[config.mk]
export PLATFORM = sky130hd
export DESIGN_NAME = pipe_regfile_flat
export DESIGN_NICKNAME = d
export VERILOG_FILES = /design/src/rtl/pipe_regfile_if.sv /design/src/rtl/pipe_regfile.sv /design/src/flat_wrapper.sv
export SDC_FILE = /design/constraint.sdc
export NUM_CORES = 2
export LEC_CHECK = 0
export CAP_MARGIN = 20
export CORE_ASPECT_RATIO = 0.6
export CORE_MARGIN = 2
export CORE_UTILIZATION = 32
export CTS_CLUSTER_SIZE = 30
export DETAILED_ROUTE_END_ITERATION = 8
export HOLD_SLACK_MARGIN = 0.08
export SETUP_SLACK_MARGIN = 0.4
export SYNTH_ARGS = -nofsm -noshare
export SYNTH_HDL_FRONTEND = slang
export SYNTH_SLANG_ARGS = --single-unit
[constraint.sdc]
create_clock -name clk -period 9.7 [get_ports clk]
set_clock_uncertainty 0.05 [all_clocks]
set_input_delay 1.455 -clock clk [delete_from_list [all_inputs] [get_ports clk]]
set_output_delay 1.455 -clock clk [all_outputs]
set_load 0.05 [all_outputs]
[src/rtl/pipe_regfile_if.sv]
// Bus bundle for pipe_regfile: two write ports, two combinational read ports,
// clear request and busy status.
interface pipe_regfile_if #(
  parameter int XLEN = 32,
  parameter int AW   = 5
) ();
  logic            clr_req;
  logic            we0;
  logic            we1;
  logic [AW-1:0]   waddr0;
  logic [AW-1:0]   waddr1;
  logic [XLEN-1:0] wdata0;
  logic [XLEN-1:0] wdata1;
  logic [AW-1:0]   raddr0;
  logic [AW-1:0]   raddr1;
  logic [XLEN-1:0] rdata0;
  logic [XLEN-1:0] rdata1;
  logic            busy;

  modport master (
    output clr_req, we0, we1, waddr0, waddr1, wdata0, wdata1, raddr0, raddr1,
    input  rdata0, rdata1, busy
  );

  modport slave (
    input  clr_req, we0, we1, waddr0, waddr1, wdata0, wdata1, raddr0, raddr1,
    output rdata0, rdata1, busy
  );
endinterface

[src/rtl/pipe_regfile.sv]
// 2-write / 2-read register file with hardwired-zero x0, optional write-to-read
// forwarding, and a one-entry-per-cycle clear sequence after reset or clr_req.
module pipe_regfile #(
  parameter int XLEN   = 32,
  parameter int NREG   = 32,
  parameter int AW     = $clog2(NREG),
  parameter int BYPASS = 1
) (
  input logic           clk,
  input logic           rst,
  pipe_regfile_if.slave bus
);

  typedef enum logic {CLEAR, READY} state_t;

  state_t          state;
  state_t          state_nxt;
  logic [AW-1:0]   cnt;
  logic            last;
  logic            busy;
  logic            wr0;
  logic            wr1;
  logic [XLEN-1:0] regs [NREG];

  assign last = (cnt == AW'(NREG - 1));

  always_ff @(posedge clk) begin
    if (rst) state <= CLEAR;
    else     state <= state_nxt;
  end

  always_comb begin
    state_nxt = state;
    case (state)
      CLEAR:   if (last)        state_nxt = READY;
      READY:   if (bus.clr_req) state_nxt = CLEAR;
      default:                  state_nxt = CLEAR;
    endcase
  end

  always_comb begin
    busy = (state == CLEAR);
    wr1  = !busy && bus.we1 && (bus.waddr1 != '0);
    // Port 1 owns a shared address, so port 0 is suppressed rather than overwritten.
    wr0  = !busy && bus.we0 && (bus.waddr0 != '0)
           && !(bus.we1 && (bus.waddr1 == bus.waddr0));
  end

  // Counter idles at 0 in READY, so any entry into CLEAR starts from entry 0.
  always_ff @(posedge clk) begin
    if (rst)                cnt <= '0;
    else if (state == CLEAR) cnt <= cnt + AW'(1);
    else                    cnt <= '0;
  end

  always_ff @(posedge clk) begin
    if (!rst) begin
      if (state == CLEAR) begin
        regs[cnt] <= '0;
      end else begin
        if (wr0) regs[bus.waddr0] <= bus.wdata0;
        if (wr1) regs[bus.waddr1] <= bus.wdata1;
      end
    end
  end

  function automatic logic [XLEN-1:0] rd(input logic [AW-1:0] a);
    logic [XLEN-1:0] v;
    v = regs[a];
    if (BYPASS != 0) begin
      if (bus.we0 && (bus.waddr0 == a)) v = bus.wdata0;
      if (bus.we1 && (bus.waddr1 == a)) v = bus.wdata1;
    end
    if (busy || (a == '0)) v = '0;
    return v;
  endfunction

  always_comb begin
    bus.busy   = busy;
    bus.rdata0 = rd(bus.raddr0);
    bus.rdata1 = rd(bus.raddr1);
  end

endmodule

[src/flat_wrapper.sv]
// flat-port wrapper written by rule: the top's interface ports become plain ports
module pipe_regfile_flat 
#(
  parameter int XLEN   = 32,
  parameter int NREG   = 32,
  parameter int AW     = $clog2(NREG),
  parameter int BYPASS = 1
)
  (clk, rst, bus_clr_req, bus_we0, bus_we1, bus_waddr0, bus_waddr1, bus_wdata0, bus_wdata1, bus_raddr0, bus_raddr1, bus_rdata0, bus_rdata1, bus_busy);
  pipe_regfile_if #(.XLEN(XLEN), .AW(AW)) bus_i ();
  input logic clk;
  input logic rst;
  input wire logic [$bits(bus_i.clr_req)-1:0] bus_clr_req;
  input wire logic [$bits(bus_i.we0)-1:0] bus_we0;
  input wire logic [$bits(bus_i.we1)-1:0] bus_we1;
  input wire logic [$bits(bus_i.waddr0)-1:0] bus_waddr0;
  input wire logic [$bits(bus_i.waddr1)-1:0] bus_waddr1;
  input wire logic [$bits(bus_i.wdata0)-1:0] bus_wdata0;
  input wire logic [$bits(bus_i.wdata1)-1:0] bus_wdata1;
  input wire logic [$bits(bus_i.raddr0)-1:0] bus_raddr0;
  input wire logic [$bits(bus_i.raddr1)-1:0] bus_raddr1;
  output wire logic [$bits(bus_i.rdata0)-1:0] bus_rdata0;
  output wire logic [$bits(bus_i.rdata1)-1:0] bus_rdata1;
  output wire logic [$bits(bus_i.busy)-1:0] bus_busy;
  assign bus_i.clr_req = bus_clr_req;
  assign bus_i.we0 = bus_we0;
  assign bus_i.we1 = bus_we1;
  assign bus_i.waddr0 = bus_waddr0;
  assign bus_i.waddr1 = bus_waddr1;
  assign bus_i.wdata0 = bus_wdata0;
  assign bus_i.wdata1 = bus_wdata1;
  assign bus_i.raddr0 = bus_raddr0;
  assign bus_i.raddr1 = bus_raddr1;
  assign bus_rdata0 = bus_i.rdata0;
  assign bus_rdata1 = bus_i.rdata1;
  assign bus_busy = bus_i.busy;
  pipe_regfile #(.XLEN(XLEN), .NREG(NREG), .AW(AW), .BYPASS(BYPASS)) u_core (.clk(clk), .rst(rst), .bus(bus_i));
endmodule
# == Yosys cells after proc, flatten, opt, wreduce, memory -nomap -nowiden ==
# Memories as Yosys holds them, arrays and structs flattened.
# Index checks and enable logic that the tools add are counted.
# totals
input_bits,89
elab_cells,53
out_inout_bits,65
memories,1
ramBits,1024
reg_bits,6
# op_classes
n_addsub,1
eq_ne,6
n_bitwise,1
reduce_logical,19
mux,23
# mem_list
name,depth,width,read_ports,rd_ports_with_merged_regs,wr,line_no,rtl
u_core.regs,32,32,2,0,2,pipe_regfile.sv:23,logic [XLEN-1:0] regs [NREG];
# op_table
cell,count
$mux W32,7
$reduce_or A32 Y1,1
$eq A5 B5 Y1,5
$mux W1,14
$logic_and A1 B1 Y1,10
$logic_not A5 Y1,2
$reduce_bool A5 Y1,2
$add A5 B1 Y5 const B,1
$eq A5 B5 Y1 const B,1
$mux W5,1
$logic_or A1 B1 Y1,2
$pmux W1 S2,1
$reduce_or A2 Y1,1
$logic_not A1 Y1,1
$not A1 Y1,1

# == Longest topological paths before layout ==
# logic_depth
depth_word,10
mapped_depth,9

# == Worst setup path before layout ==
# Ideal clock, no wire load.
# synth_path
path_type,input to output
startpoint,in bus_raddr1[3]
endpoint,out bus_rdata1[30]
setup_slack_ns,4.557
arrival_time_ns,3.638
path_buffers,2
path_stages,7
required_time_ns,8.195
path_cell_list,clkbuf_1 > xor2_1 > nor4_2 > clkbuf_1 > o2111ai_1 > a21boi_0 > o22ai_1
# synth_via
elab_chain_cells,5
elab_cells_between_ends,10
# synth_lines
element,line_no,rtl
start: declaration,flat_wrapper.sv:21,input wire logic [$bits(bus_i.raddr1)-1:0] bus_raddr1;
branches (longest 4 deep; another with $mem_v2 Z32 W32),-,
$mux W32 (*),pipe_regfile.sv:74,if (busy || (a == '0)) v = '0;
end: declaration,flat_wrapper.sv:23,output wire logic [$bits(bus_i.rdata1)-1:0] bus_rdata1;
# Every way passes the cells marked *.

# == Worst setup path in the final report ==
# layout_path
startpoint,in bus_raddr1[1]
endpoint,out bus_rdata1[4]
# Same word-level chain as after synthesis.

==> metrics.cfg <==
[run_status]
outcome=complete, no violations

[clocking]
cts_tree=yes
cts_buffers=102
clk_pin_slew_ns=0.06
post-cts-setup-buffer-count=0
cts_resized=0
cts.sinks=1030
hold_buffers=0
insertion_delay_ns=0.73
root_buffer=clkbuf_16
h-tree-depth=3
clockBufferDepth=3

[grt]
grt_use_total=0.250
overflow=0
antenna_found_initial=5
grt_pass1_wl_mm=340
grt_start_max_net_pins=98
grt_pass1_vias=44146

[critical_path]
worst_path_max_delay_cell=clkdlybuf4s50_1
critPathCaptureType=primary output
worst-path-max-fanout=33
r2r_cells=5
reg2reg_to=u_core.regs[16][0]$_DFFE_PP_
r2r_start=u_core.state$_SDFF_PP0_
cp_slowest_stage_delay_ns=0.91
cp_common_cell=buf_4
cp.arrival_ns=6.25
critical_path_class=in2out
cpLargestDelayFamily=buffers and inverters
setup.worst_path.start_class=input pin
path_cells=buf_6, buf_4, xnor2_1, nand4_1, buf_4, nor2_1, nor3_2, buf_4, a221o_1, clkdlybuf4s50_1
worstPathRequired_ns=8.20
path_buf_inv=5
r2r_slack_ns=5.19

[die]
die_h_um=340
die-area_mm2=0.192
rows=123
start_util=0.322
io_pins=154
die_x_um=564
coreArea_mm2=0.187

[synth]
synth_cell_type_count=52
synth.top_cells.by_area=edfxtp_1, mux4_2, o21ai_0, nand2_1, clkbuf_1
synth_most_common_cell=o21ai_0
ys_ff_latch=1030
synth_common_cells=o21ai_0, nand2_1, edfxtp_1
syn-cell-area_mm2=0.0602
syn-mean-instance-area_um2=11.9
synth_top_area_cell=edfxtp_1
async_flop_share=0
ys_seq_area_frac=0.513
synth_flop_cell=edfxtp_1
synth_edf_count=1024
syn_inst=5051
yosysTopAreaCellShare=0.511
syn-num-nets=5142
yosys_warnings=0

[detailed_routing]
wl_per_cell_um=33.1
firstDrtPassIters=7
drc=0
wirelength_mm=244
viasPerCell=6.34
vias=46584
antenna_left=0
drt_iter0_drc=8324

[power_and_ir_drop]
ir_worst_vdd_mv=0.140
leakage_nw=22.6
combPwrFrac=0.074
power_switching_mw=2.34
seqPwrFrac=0.496
clkPwrFrac=0.430
p_int_mw=7.44
power_density_mw_per_mm2=145
switching_share=0.239
p_total_mw=9.79

[sta]
hold_violations=0
period_needed_ns=7.75
clock.fmax_mhz=129
final.setup.tns_ns=0
maxSlewViolCount=0
period_share=0.799
rsz0062_at_grt=no
whs_ns=0.508
tightest_slew_ns=1.19
relSlewSlack=0.198
setup_violations=0

[finish]
regArea_mm2=0.0309
drive_above_1_share=0.192
nFillCells=17873
multi_input_area_mm2=0.0270
nets=4855
syn_to_final_growth_pct=11.9

[flow_run]
maxCapViolCount=0

[place]
numPortBuffers=153
hpwl_mm=130
gp_congestion=0.817

[worst_hold_path]
hold_start=u_core.cnt[0]$_SDFF_PN0_
hold-path-cell-count=1
min_path_type=reg2reg
hold_path_end=u_core.cnt[0]$_SDFF_PN0_

[metrics by stage]
stage / setup slack (ns) / cell area [um2] / util / std cells
3_3_place_gp: 2.25 / 63700 / 0.340 / 7148
2_1_floorplan: 4.56 / 60200 / - / 5051
3_5_place_dp: 2.21 / 63800 / 0.341 / 7154
6_report: 1.95 / 67300 / 0.360 / 7352
4_1_cts: 2.21 / 67200 / 0.359 / 7340
5_1_grt: 1.99 / 67300 / 0.360 / 7346
[final cells by class]
| type | instances | area share |
|---|---|---|
| timing repair buffer | 301 | 0.0426 |
| clock inverter | 58 | 0.00951 |
| antenna | 6 | 0.000223 |
| clock buffer | 128 | 0.0403 |
| sequential | 1030 | 0.458 |
| multi-input combinational | 3294 | 0.401 |
| tap | 2500 | 0.0465 |
| inverter | 35 | 0.00195 |
[placed cells by master, fill, tap and decap left out, drive strengths merged, types with 8 or more instances in the layout]
master,synthesis,layout
and2,9,9
nand4,65,65
a221o,31,31
a32oi,33,33
edfxtp,1024,1024
a21oi,32,32
o21bai,28,28
nor4,13,13
inv,35,41
mux2i,106,106
xnor2,14,14
o2111ai,32,32
xor2,13,13
o21ai,1089,1089
clkbuf,517,128
nand2,1036,1036
clkdlybuf4s50,0,145
mux4,543,543
a22oi,93,93
nor3,22,22
nor3b,8,8
bufinv,0,14
buf,175,156
clkinv,0,37
nand3,66,66
nor2,17,17
[worst reg2reg max path, stage by stage (launching register included)]
cell       delay, ns
dfxtp_1         0.66
nand4bb_1       0.82
nor4_2          0.50
buf_4           0.91
o21bai_4        0.30
buf_4           0.84
[registers in the layout, indices dropped and copies added (netlist names)]
| register | flops |
|---|---|
| u_core.regs | 1024 |
| u_core.cnt | 5 |
| u_core.state | 1 |
[power groups by stage]
stage / Combinational (mW) / Clock [mW] / Sequential (mW)
after global routing: 0.742 / 4.37 / 4.85
after CTS: 0.706 / 4.20 / 4.85
after detailed placement: 0.705 / 0 / 4.95
after global placement: 0.693 / 0 / 4.95
after floorplan: 0.437 / 0 / 4.95
final: 0.725 / 4.21 / 4.85
[how the worst max path moves through the flow]
| stage | start | to | slack [ns] | depth (start not counted) |
|---|---|---|---|---|
| 2_1_floorplan | bus_raddr1[3] | bus_rdata1[30] | 4.56 | 7 |
| 3_3_place_gp | bus_raddr0[3] | bus_rdata0[19] | 2.25 | 8 |
| 3_5_place_dp | bus_raddr1[0] | bus_rdata1[4] | 2.21 | 8 |
| 4_1_cts | bus_raddr1[0] | bus_rdata1[4] | 2.21 | 8 |
| 5_1_grt | bus_raddr1[1] | bus_rdata1[4] | 1.99 | 10 |
| 6_report | bus_raddr1[1] | bus_rdata1[4] | 1.95 | 10 |
[kinds of logic (layout without fill, tap and decap cells)]
kind of cell,Yosys count,count (layout),synth area share
compound gates,1350,1350,0.125
simple gates,1262,1262,0.0867
flops,1030,1030,0.513
buf+inv,727,522,0.0492
mux,653,653,0.222
xor+xnor,27,27,0.00393
fa+ha+maj,2,2,0.000416
other cells,0,6,0
[per-layer routing]
metal,wire (um),vias up,part of all wire,GRT usage
li1,-,18723,-,-
met1,91100,23080,0.37,0.339
met2,103000,4098,0.42,0.360
met3,37300,681,0.15,0.0875
met4,11900,2,0.049,0.108
met5,16,-,0.000066,0
Power figures use the tool's default switching activity.
